## config.mk

```make
export PLATFORM = sky130hd
export DESIGN_NAME = div_unit
export DESIGN_NICKNAME = d
export VERILOG_FILES = /design/src/rtl/div_unit.sv
export SDC_FILE = /design/constraint.sdc
export NUM_CORES = 1
export LEC_CHECK = 0
export CELL_PAD_IN_SITES_DETAIL_PLACEMENT = 2
export CELL_PAD_IN_SITES_GLOBAL_PLACEMENT = 2
export CORE_MARGIN = 4
export CORE_UTILIZATION = 35
export CTS_CLUSTER_DIAMETER = 150
export DETAILED_ROUTE_END_ITERATION = 12
export PLACE_DENSITY_LB_ADDON = 0.12
export SLEW_MARGIN = 30
export SYNTH_ARGS = -nofsm -noshare
export SYNTH_HDL_FRONTEND = slang
export SYNTH_SLANG_ARGS = --single-unit
```

## constraint.sdc

```tcl
create_clock -name clk -period 6.7 [get_ports clk]
set_input_delay 0.67 -clock clk [delete_from_list [all_inputs] [get_ports clk]]
set_output_delay 0.67 -clock clk [all_outputs]
set_load 0.005 [all_outputs]
```

## src/rtl/div_unit.sv

```systemverilog
// Multi-cycle radix-2 restoring divider for the EX stage (DIV/DIVU/REM/REMU).
// Raises the EX stall request while iterating and presents the result for one
// cycle in DONE. It stays in DONE while the stage is held, and an annul drops
// any work in progress.
module div_unit #(
    parameter int unsigned XLEN  = 32,
    parameter int unsigned CNT_W = 6
) (
    input  logic            clk,
    input  logic            rst,
    input  logic            start_i,
    input  logic [1:0]      op_i,
    input  logic [XLEN-1:0] dividend_i,
    input  logic [XLEN-1:0] divisor_i,
    input  logic            hold_i,
    input  logic            annul_i,
    output logic            stallreq_o,
    output logic            ready_o,
    output logic [XLEN-1:0] result_o
);

    typedef enum logic [1:0] {StIdle, StBusy, StDone} state_e;

    state_e            state_q, state_d;
    logic [CNT_W-1:0]  cnt_q, cnt_d;
    logic [XLEN:0]     rem_q, rem_d;
    logic [XLEN-1:0]   quo_q, quo_d;
    logic [XLEN-1:0]   dvs_q, dvs_d;
    logic [XLEN-1:0]   result_q, result_d;
    logic              neg_quo_q, neg_quo_d;
    logic              neg_rem_q, neg_rem_d;
    logic [1:0]        op_q, op_d;

    // Operand decode for an instruction arriving in IDLE
    logic            accept, is_signed, dvd_neg, dvs_neg, div_zero, overflow, fast;
    logic [XLEN-1:0] dvd_abs, dvs_abs, fast_res;

    assign accept    = (state_q == StIdle) && start_i && !annul_i;
    assign is_signed = !op_i[0];
    assign dvd_neg   = is_signed & dividend_i[XLEN-1];
    assign dvs_neg   = is_signed & divisor_i[XLEN-1];
    assign dvd_abs   = dvd_neg ? (~dividend_i + 1'b1) : dividend_i;
    assign dvs_abs   = dvs_neg ? (~divisor_i + 1'b1) : divisor_i;
    assign div_zero  = (divisor_i == '0);
    assign overflow  = is_signed && (dividend_i == {1'b1, {(XLEN-1){1'b0}}})
                       && (divisor_i == '1);
    assign fast      = div_zero | overflow;
    // Overflow quotient equals the dividend itself (most negative value)
    assign fast_res  = div_zero ? (op_i[1] ? dividend_i : '1)
                                : (op_i[1] ? '0 : dividend_i);

    // One restoring iteration: dividend bits shift out of the quotient register's MSB
    logic [XLEN:0]   rem_sh, diff, step_rem;
    logic [XLEN-1:0] step_quo, quo_fix, rem_fix;
    logic            last_iter;

    assign rem_sh    = {rem_q[XLEN-1:0], quo_q[XLEN-1]};
    assign diff      = rem_sh - {1'b0, dvs_q};
    assign step_rem  = diff[XLEN] ? rem_sh : diff;
    assign step_quo  = {quo_q[XLEN-2:0], ~diff[XLEN]};
    assign quo_fix   = neg_quo_q ? (~step_quo + 1'b1) : step_quo;
    assign rem_fix   = neg_rem_q ? (~step_rem[XLEN-1:0] + 1'b1) : step_rem[XLEN-1:0];
    assign last_iter = (cnt_q == CNT_W'(XLEN - 1));

    // State register
    always_ff @(posedge clk or negedge rst) begin
        if (!rst) begin
            state_q <= StIdle;
        end else begin
            state_q <= state_d;
        end
    end

    // Next-state logic; annul always returns to IDLE
    always_comb begin
        state_d = state_q;
        unique case (state_q)
            StIdle: if (accept) state_d = fast ? StDone : StBusy;
            StBusy: begin
                if (annul_i)        state_d = StIdle;
                else if (last_iter) state_d = StDone;
            end
            StDone: if (annul_i || !hold_i) state_d = StIdle;
            default: state_d = StIdle;
        endcase
    end

    // Output logic; reset forces the handshake outputs low even with start_i high
    always_comb begin
        stallreq_o = 1'b0;
        ready_o    = 1'b0;
        if (rst) begin
            unique case (state_q)
                StIdle:  stallreq_o = start_i && !annul_i;
                StBusy:  stallreq_o = !annul_i;
                StDone:  ready_o    = !annul_i;
                default: ;
            endcase
        end
    end

    assign result_o = result_q;

    // Datapath next-state: load on accept, iterate in BUSY, latch final result
    always_comb begin
        cnt_d     = cnt_q;
        rem_d     = rem_q;
        quo_d     = quo_q;
        dvs_d     = dvs_q;
        neg_quo_d = neg_quo_q;
        neg_rem_d = neg_rem_q;
        op_d      = op_q;
        result_d  = result_q;
        if (accept) begin
            cnt_d     = '0;
            rem_d     = '0;
            quo_d     = dvd_abs;
            dvs_d     = dvs_abs;
            neg_quo_d = dvd_neg ^ dvs_neg;
            neg_rem_d = dvd_neg;
            op_d      = op_i;
            if (fast) result_d = fast_res;
        end else if (state_q == StBusy && !annul_i) begin
            cnt_d = cnt_q + CNT_W'(1);
            rem_d = step_rem;
            quo_d = step_quo;
            if (last_iter) result_d = op_q[1] ? rem_fix : quo_fix;
        end
    end

    // Datapath registers
    always_ff @(posedge clk or negedge rst) begin
        if (!rst) begin
            cnt_q     <= '0;
            rem_q     <= '0;
            quo_q     <= '0;
            dvs_q     <= '0;
            neg_quo_q <= 1'b0;
            neg_rem_q <= 1'b0;
            op_q      <= '0;
            result_q  <= '0;
        end else begin
            cnt_q     <= cnt_d;
            rem_q     <= rem_d;
            quo_q     <= quo_d;
            dvs_q     <= dvs_d;
            neg_quo_q <= neg_quo_d;
            neg_rem_q <= neg_rem_d;
            op_q      <= op_d;
            result_q  <= result_d;
        end
    end

endmodule

```

==> metrics.txt, run 1 <==
DP Worst Slack=1.06 ns; Largest delay share family, worst path=compound AO/OA/AOI/OAI gates; total power=3.27 mW; final hold vios=0; Yosys top cell area share=30.3%; number of buffers added on ports=104; CTS hold repair buffers=0; WHS=0.0702 ns; CTS clk-pin slew, worst paths=0.07 ns; RSZ-0062 raised after global routing=no; CP peak stage delay=0.54 ns; measured slew at the worst slew-check pin=0.966 ns; IO Pins=105; worst min path class=in2async; die height=189 µm; die area=35700 µm²; clk buf depth=2; gr usage total=26.6%; crit-path cells=inv_1 -> ha_1 -> inv_1 -> fa_1 -> nand3_1 -> a21oi_1 -> o21ai_1 -> a211oi_2 -> o311ai_4 -> nor2_4 -> inv_4 -> mux2i_1 -> ha_1 -> nand2_1 -> or4b_1 -> or4b_1 -> o31ai_2 -> nand2_1 -> o31ai_1 -> xor2_1 -> o211ai_1; vias per cell=5.91; nets=1636; run status=completed; max cap viols=0; RR Endpoint=result_o[30]$_DFFE_PN0P_; Clk Latency, worst-skew pair=0.47 ns; Unique masters post-synth=89; Synth warnings=0; Routed Antenna Nets=0; worst path arrival time=6.06 ns; Power Density=242 nW/µm²; Placer Congestion=0.857; post-synth top area cell=dfrtp_1; Initial Util=35.9%; Main synth FF type=dfrtp_1; Pleak=5.45 nW; share of cells above drive strength 1=6.30%; Syn Inst Count=1458; largest net degree at the start of global routing=66; drt drc=0; critical path class=reg2reg; Clock H-tree levels=4; first-pass GRT wire length=75.1 mm; worst path buffer plus inverter count=3; slowest CP cell=or4b_1; Num CTS Buffers=17; Post-Syn Area=11500 µm²; setup TNS after final layout=0 ns; CTS tree=yes; Synth async-reset ratio=100%; minimum clock period=5.72 ns; postcts setup bufs=0; P&R area growth vs syn=18.1%; Post-synth EDFFs=0; CP startpoint kind=register; sequential area share after synthesis=30.3%; final core occ=42.4%; total wire length=47.6 mm; Avg Synthesized Cell Area=7.86 µm²; Critical Path RT=7.04 ns; syn_nets=1568; final setup margin=0.984 ns; Rows=65; drt initial violations=630; Root Driver=clkbuf_16; Die W=189 µm; commonest cells in the netlist=o21ai_0 (187), nand2_1 (170), dfrtp_1 (139); synthesized flop and latch total=139; VDD IR max=0.000198 V; reg-to-reg startpoint=quo_q[31]$_DFFE_PN0P_; Worst Reg2Reg Path Length in Cells=21; Final Max Tran Viols=0; DR vias=11700; HPWL Detailed=36.2 mm; Critical Path Fanout Max=10; initial antenna violation count=1; Synth area leaders=dfrtp_1 (30%), o21ai_0 (8.2%), a21oi_1 (5.9%), xnor2_1 (5.7%), nand2_1 (5.6%); number of global-route vias before repair=12600; Sink Count=139; n_diodes=0; routed len/inst=24.1 µm; worst slew margin relative to its limit=35.2%; setup violators final=0; core box area=32000 µm²; reg2reg setup slack=0.98 ns; Final Cycle Share=85.3%; Max Fclk=175 MHz; grt total ovfl=0; router iterations before antenna repair=5; endpoint class of the critical path=register; post-cts sizing count=0; Setup Skew=0.0111 ns; CP startpoint=quo_q[31]$_DFFE_PN0P_; most frequent cell after synthesis=o21ai_0
## worst reg2reg max path, cell delays in order, from the launching register on
cell and delay (ns):
dfrtp_1 0.44, inv_1 0.11, ha_1 0.19, inv_1 0.07, fa_1 0.42, nand3_1 0.12
a21oi_1 0.11, o21ai_1 0.41, a211oi_2 0.24, o311ai_4 0.45, nor2_4 0.10, inv_4 0.13
mux2i_1 0.31, ha_1 0.27, nand2_1 0.06, or4b_1 0.49, or4b_1 0.54, o31ai_2 0.43
nand2_1 0.14, o31ai_1 0.29, xor2_1 0.19, o211ai_1 0.09
## flip-flops by register name, summed over array words and instances (netlist names)
register / flops
cnt_q: 6
dvs_q: 32
neg_quo_q: 1
neg_rem_q: 1
op_q: 1
quo_q: 32
rem_q: 32
result_o: 32
state_q: 2
## report_power, final
group | total [mW] | switching [mW] | leakage, nW | internal, mW
Clock | 1.02 | 0.462 | 0.298 | 0.563
Sequential | 1.10 | 0.151 | 1.83 | 0.945
Combinational | 1.15 | 0.727 | 3.32 | 0.424
## how the worst max path moves through the flow
stage                                     endpoint  slack (ns)  cells past startpoint
after CTS                 result_o[30]$_DFFE_PN0P_        1.02                     21
final                     result_o[30]$_DFFE_PN0P_        0.98                     21
after global placement    result_o[30]$_DFFE_PN0P_        1.34                     21
after floorplan           result_o[30]$_DFFE_PN0P_        1.59                     22
after global routing      result_o[30]$_DFFE_PN0P_        0.51                     22
after detailed placement  result_o[30]$_DFFE_PN0P_        1.06                     21
## cell usage in the layout (no fill, tap or decap), types with 20 or more instances in the layout
| cell type | n |
|---|---|
| or3_1 | 23 |
| xnor2_1 | 74 |
| o31ai_1 | 21 |
| nor3_1 | 42 |
| nand4_1 | 28 |
| buf_4 | 20 |
| inv_1 | 50 |
| xor2_1 | 67 |
| a21oi_1 | 133 |
| ha_1 | 38 |
| dfrtp_1 | 137 |
| mux2i_1 | 30 |
| nor2_1 | 102 |
| o21ai_0 | 187 |
| a22oi_1 | 31 |
| nand2_1 | 169 |
| clkdlybuf4s50_1 | 103 |
## metrics by stage
| step | cell area, µm² | cells |
|---|---|---|
| floorplan | 11500 | 1458 |
| global placement | 12900 | 1941 |
| detailed placement | 12900 | 1941 |
| CTS | 13500 | 1973 |
| global route | 13500 | 1974 |
| finish | 13500 | 1974 |
## routing by layer
metal / global-route usage [%] / share of wire, % / vias to the layer above
li1: - / - / 5426
met4: 6.14 / 1.7 / 0
met1: 36.5 / 47 / 5966
met3: 3.76 / 3.7 / 48
met2: 44.4 / 48 / 227
met5: 0 / 0 / -
## logic make-up (layout without fill, tap and decap cells)
family | Yosys count | in the layout | synth area share (%)
compound gates | 504 | 504 | 27.0
simple gates | 472 | 472 | 19.8
xor+xnor | 141 | 141 | 10.8
flops | 139 | 139 | 30.3
buf+inv | 129 | 210 | 4.63
fa+ha+maj | 39 | 39 | 4.32
mux | 34 | 34 | 3.06
## layout make-up
type	count	area (µm²)
fillers	3654	18400
multi-input cells	1190	7490
flip-flops and latches	139	3480
repair buffers	125	1220
well taps	435	544
clock buffers	17	425
inverters	53	201
clock inverters	15	179
(Power assumes the default switching activity.)
==> run 2, diff against run 1 <==
Settings changed: SLEW_MARGIN 30 to 15.
Clock period 6.7 ns to 6.24 ns, I/O delays scaled along.
==> run 2 against run 1 <==
Sequential share of layout area fell by 0.064 points; flip-flop and latch count did not move; non-clock buffer count rose by 1; cell count barely moved; largest cell class unchanged; core utilization rose by 0.074 points; design area rose by 0.18%.
==> metrics.txt, run 2 (same netlist as run 1, synthesis figures left out) <==
commonest non-fill, non-tap cells in the layout=o21ai_0 (187), nand2_1 (170), dfrtp_1 (139) (was o21ai_0 (187), nand2_1 (169), dfrtp_1 (137)); Clk network pwr share=32.3% (was 31.3%); IO Pins=105 (unchanged); Pleak=5.45 nW (about the same); drt drc=0 (unchanged); vias per cell=5.86 (was 5.91); CP peak stage delay=0.53 ns (was 0.54 ns); Post-DP Area=12900 µm² (about the same); Max Fclk=178 MHz (was 175 MHz); die height=189 µm (unchanged); worst min path class=in2async (unchanged); sequential power share=33.0% (was 33.5%); measured slew at the worst slew-check pin=1.13 ns (was 0.966 ns); slowest CP cell=or4b_1 (unchanged); worst path arrival time=5.94 ns (was 6.06 ns); Pint=2.15 mW (was 1.93 mW); VDD IR max=0.000205 V (was 0.000198 V); final core occ=42.4% (about the same); minimum clock period=5.62 ns (was 5.72 ns); number of buffers added on ports=104 (unchanged); CTS hold repair buffers=0 (unchanged); worst path buffer plus inverter count=3 (unchanged); Fillers=3638 (was 3654); most common library cell in the layout ignoring fill and taps=o21ai_0 (unchanged); Rows=65 (unchanged); run status=completed (unchanged); P_sw=1.40 mW (was 1.34 mW); clk buf depth=2 (unchanged); number of global-route vias before repair=12500 (was 12600); gr usage total=26.5% (was 26.6%); Critical Path RT=6.57 ns (was 7.04 ns); routed len/inst=24.1 µm (about the same); Power Density=262 nW/µm² (was 242 nW/µm²); CP startpoint kind=register (unchanged); switching share of total power=39.5% (was 41.0%); CTS clk-pin slew, worst paths=0.07 ns (about the same); Die W=189 µm (unchanged); Largest delay share family, worst path=compound AO/OA/AOI/OAI gates (unchanged); DR vias=11600 (was 11700); fin area=13600 µm² (was 13500 µm²); router iterations before antenna repair=5 (unchanged); final hold vios=0 (unchanged); postcts setup bufs=0 (unchanged); Final Max Tran Viols=0 (unchanged); grt total ovfl=0 (unchanged); Root Driver=clkbuf_16 (unchanged); Placer Congestion=0.880 (was 0.857); setup TNS after final layout=0 ns (unchanged); Setup Skew=0.0129 ns (was 0.0111 ns); post-cts sizing count=0 (unchanged); die area=35700 µm² (unchanged); endpoint class of the critical path=register (unchanged); total wire length=47.5 mm (was 47.6 mm); worst slew margin relative to its limit=24.8% (was 35.2%); Clock H-tree levels=4 (unchanged); first-pass GRT wire length=74.3 mm (was 75.1 mm); RSZ-0062 raised after global routing=no (unchanged); Initial Util=35.9% (unchanged); combinational power share=34.7% (was 35.2%); nets=1637 (was 1636); core box area=32000 µm² (unchanged); initial antenna violation count=0 (was 1); Routed Antenna Nets=0 (unchanged); CTS tree=yes (unchanged); P&R area growth vs syn=18.3% (was 18.1%); Sink Count=139 (unchanged); reg-to-reg startpoint=quo_q[31]$_DFFE_PN0P_ (unchanged); max cap viols=0 (unchanged); Final Cycle Share=90.0% (was 85.3%); crit-path cells=inv_1 -> ha_1 -> inv_1 -> fa_1 -> nand3_1 -> a21oi_1 -> o21ai_1 -> a211oi_2 -> o311ai_4 -> nor2_4 -> inv_4 -> mux2i_1 -> ha_1 -> nand2_1 -> or4b_1 -> or4b_1 -> o31ai_2 -> nand2_1 -> o31ai_1 -> xor2_1 -> o211ai_1 (unchanged); Critical Path Fanout Max=10 (unchanged); Num CTS Buffers=17 (unchanged); Clk Latency, worst-skew pair=0.46 ns (was 0.47 ns); drt initial violations=683 (was 630); largest net degree at the start of global routing=114 (was 66); setup violators final=0 (unchanged); critical path class=reg2reg (unchanged); CP startpoint=quo_q[31]$_DFFE_PN0P_ (unchanged); share of cells above drive strength 1=6.10% (was 6.30%); HPWL Detailed=36.1 mm (was 36.2 mm); n_diodes=0 (unchanged)
run 2: cell count changes in the layout (fill, tap and decap cells not counted), moves of 2 or more:
cell | before | now
inv_8 | 2 | 0
dfrtp_2 | 2 | 0
inv_6 | 6 | 2
clkinv_4 | 5 | 2
clkinvlp_4 | 0 | 4
bufinv_16 | 2 | 4
dfrtp_1 | 137 | 139
run 2: metrics by stage:
stage	setup slack, ns	hold WS, ns	std cells	power [mW]
2_1_floorplan	1.13	0.328	1458	1.96
3_3_place_gp	0.886	0.458	1943	2.36
3_5_place_dp	0.697	0.465	1943	2.41
4_1_cts	0.660	0.0416	1975	3.57
5_1_grt	0.187	0.0490	1975	3.77
6_report	0.625	0.0496	1975	3.56
run 2: layout make-up:
class	count	area (µm²)	area share, %
multi-input combinational	1190	7480	55.2
sequential	139	3480	25.7
timing repair buffer	126	1220	9.00
tap	435	544	4.01
clock buffer	19	443	3.27
inverter	53	201	1.49
clock inverter	13	190	1.40
run 2: final timing paths:
| check | slack (ns) | cells after the start | endpoint |
|---|---|---|---|
| hold reg to reg | 0.48 | 2 | result_o[2]$_DFFE_PN0P_ |
| hold / removal | 0.05 | 1 | dvs_q[15]$_DFFE_PN0P_ |
| max in group asynchronous | 5.16 | 2 | rem_q[21]$_DFFE_PN0P_ |
| setup reg to reg | 0.62 | 21 | result_o[30]$_DFFE_PN0P_ |
| setup / recovery | 0.62 | 21 | result_o[30]$_DFFE_PN0P_ |
| min in group clk | 0.48 | 2 | result_o[2]$_DFFE_PN0P_ |
run 2: worst reg2reg max path, cell delays in order, from the launching register on:
cell and delay, ns:
dfrtp_1 0.43, inv_1 0.10, ha_1 0.17, inv_1 0.06, fa_1 0.42, nand3_1 0.12, a21oi_1 0.11, o21ai_1 0.38
a211oi_2 0.23, o311ai_4 0.44, nor2_4 0.10, inv_4 0.13, mux2i_1 0.32, ha_1 0.27, nand2_1 0.07, or4b_1 0.49
or4b_1 0.53, o31ai_2 0.39, nand2_1 0.14, o31ai_1 0.32, xor2_1 0.18, o211ai_1 0.09
run 2: power by group through the flow:
stage	Clock, mW	Combinational, mW	Sequential (mW)
after floorplan	0	0.841	1.12
after global placement	0	1.18	1.18
after detailed placement	0	1.22	1.18
after CTS	1.17	1.23	1.17
after global routing	1.21	1.36	1.19
final	1.15	1.23	1.18
run 2: metal layers:
layer,vias up,share of wire (%),GRT usage (%)
li1,5434,-,-
met3,30,3.6,4.19
met1,5890,48,36.6
met2,217,47,44.2
met5,-,0,0
met4,0,1.2,5.18
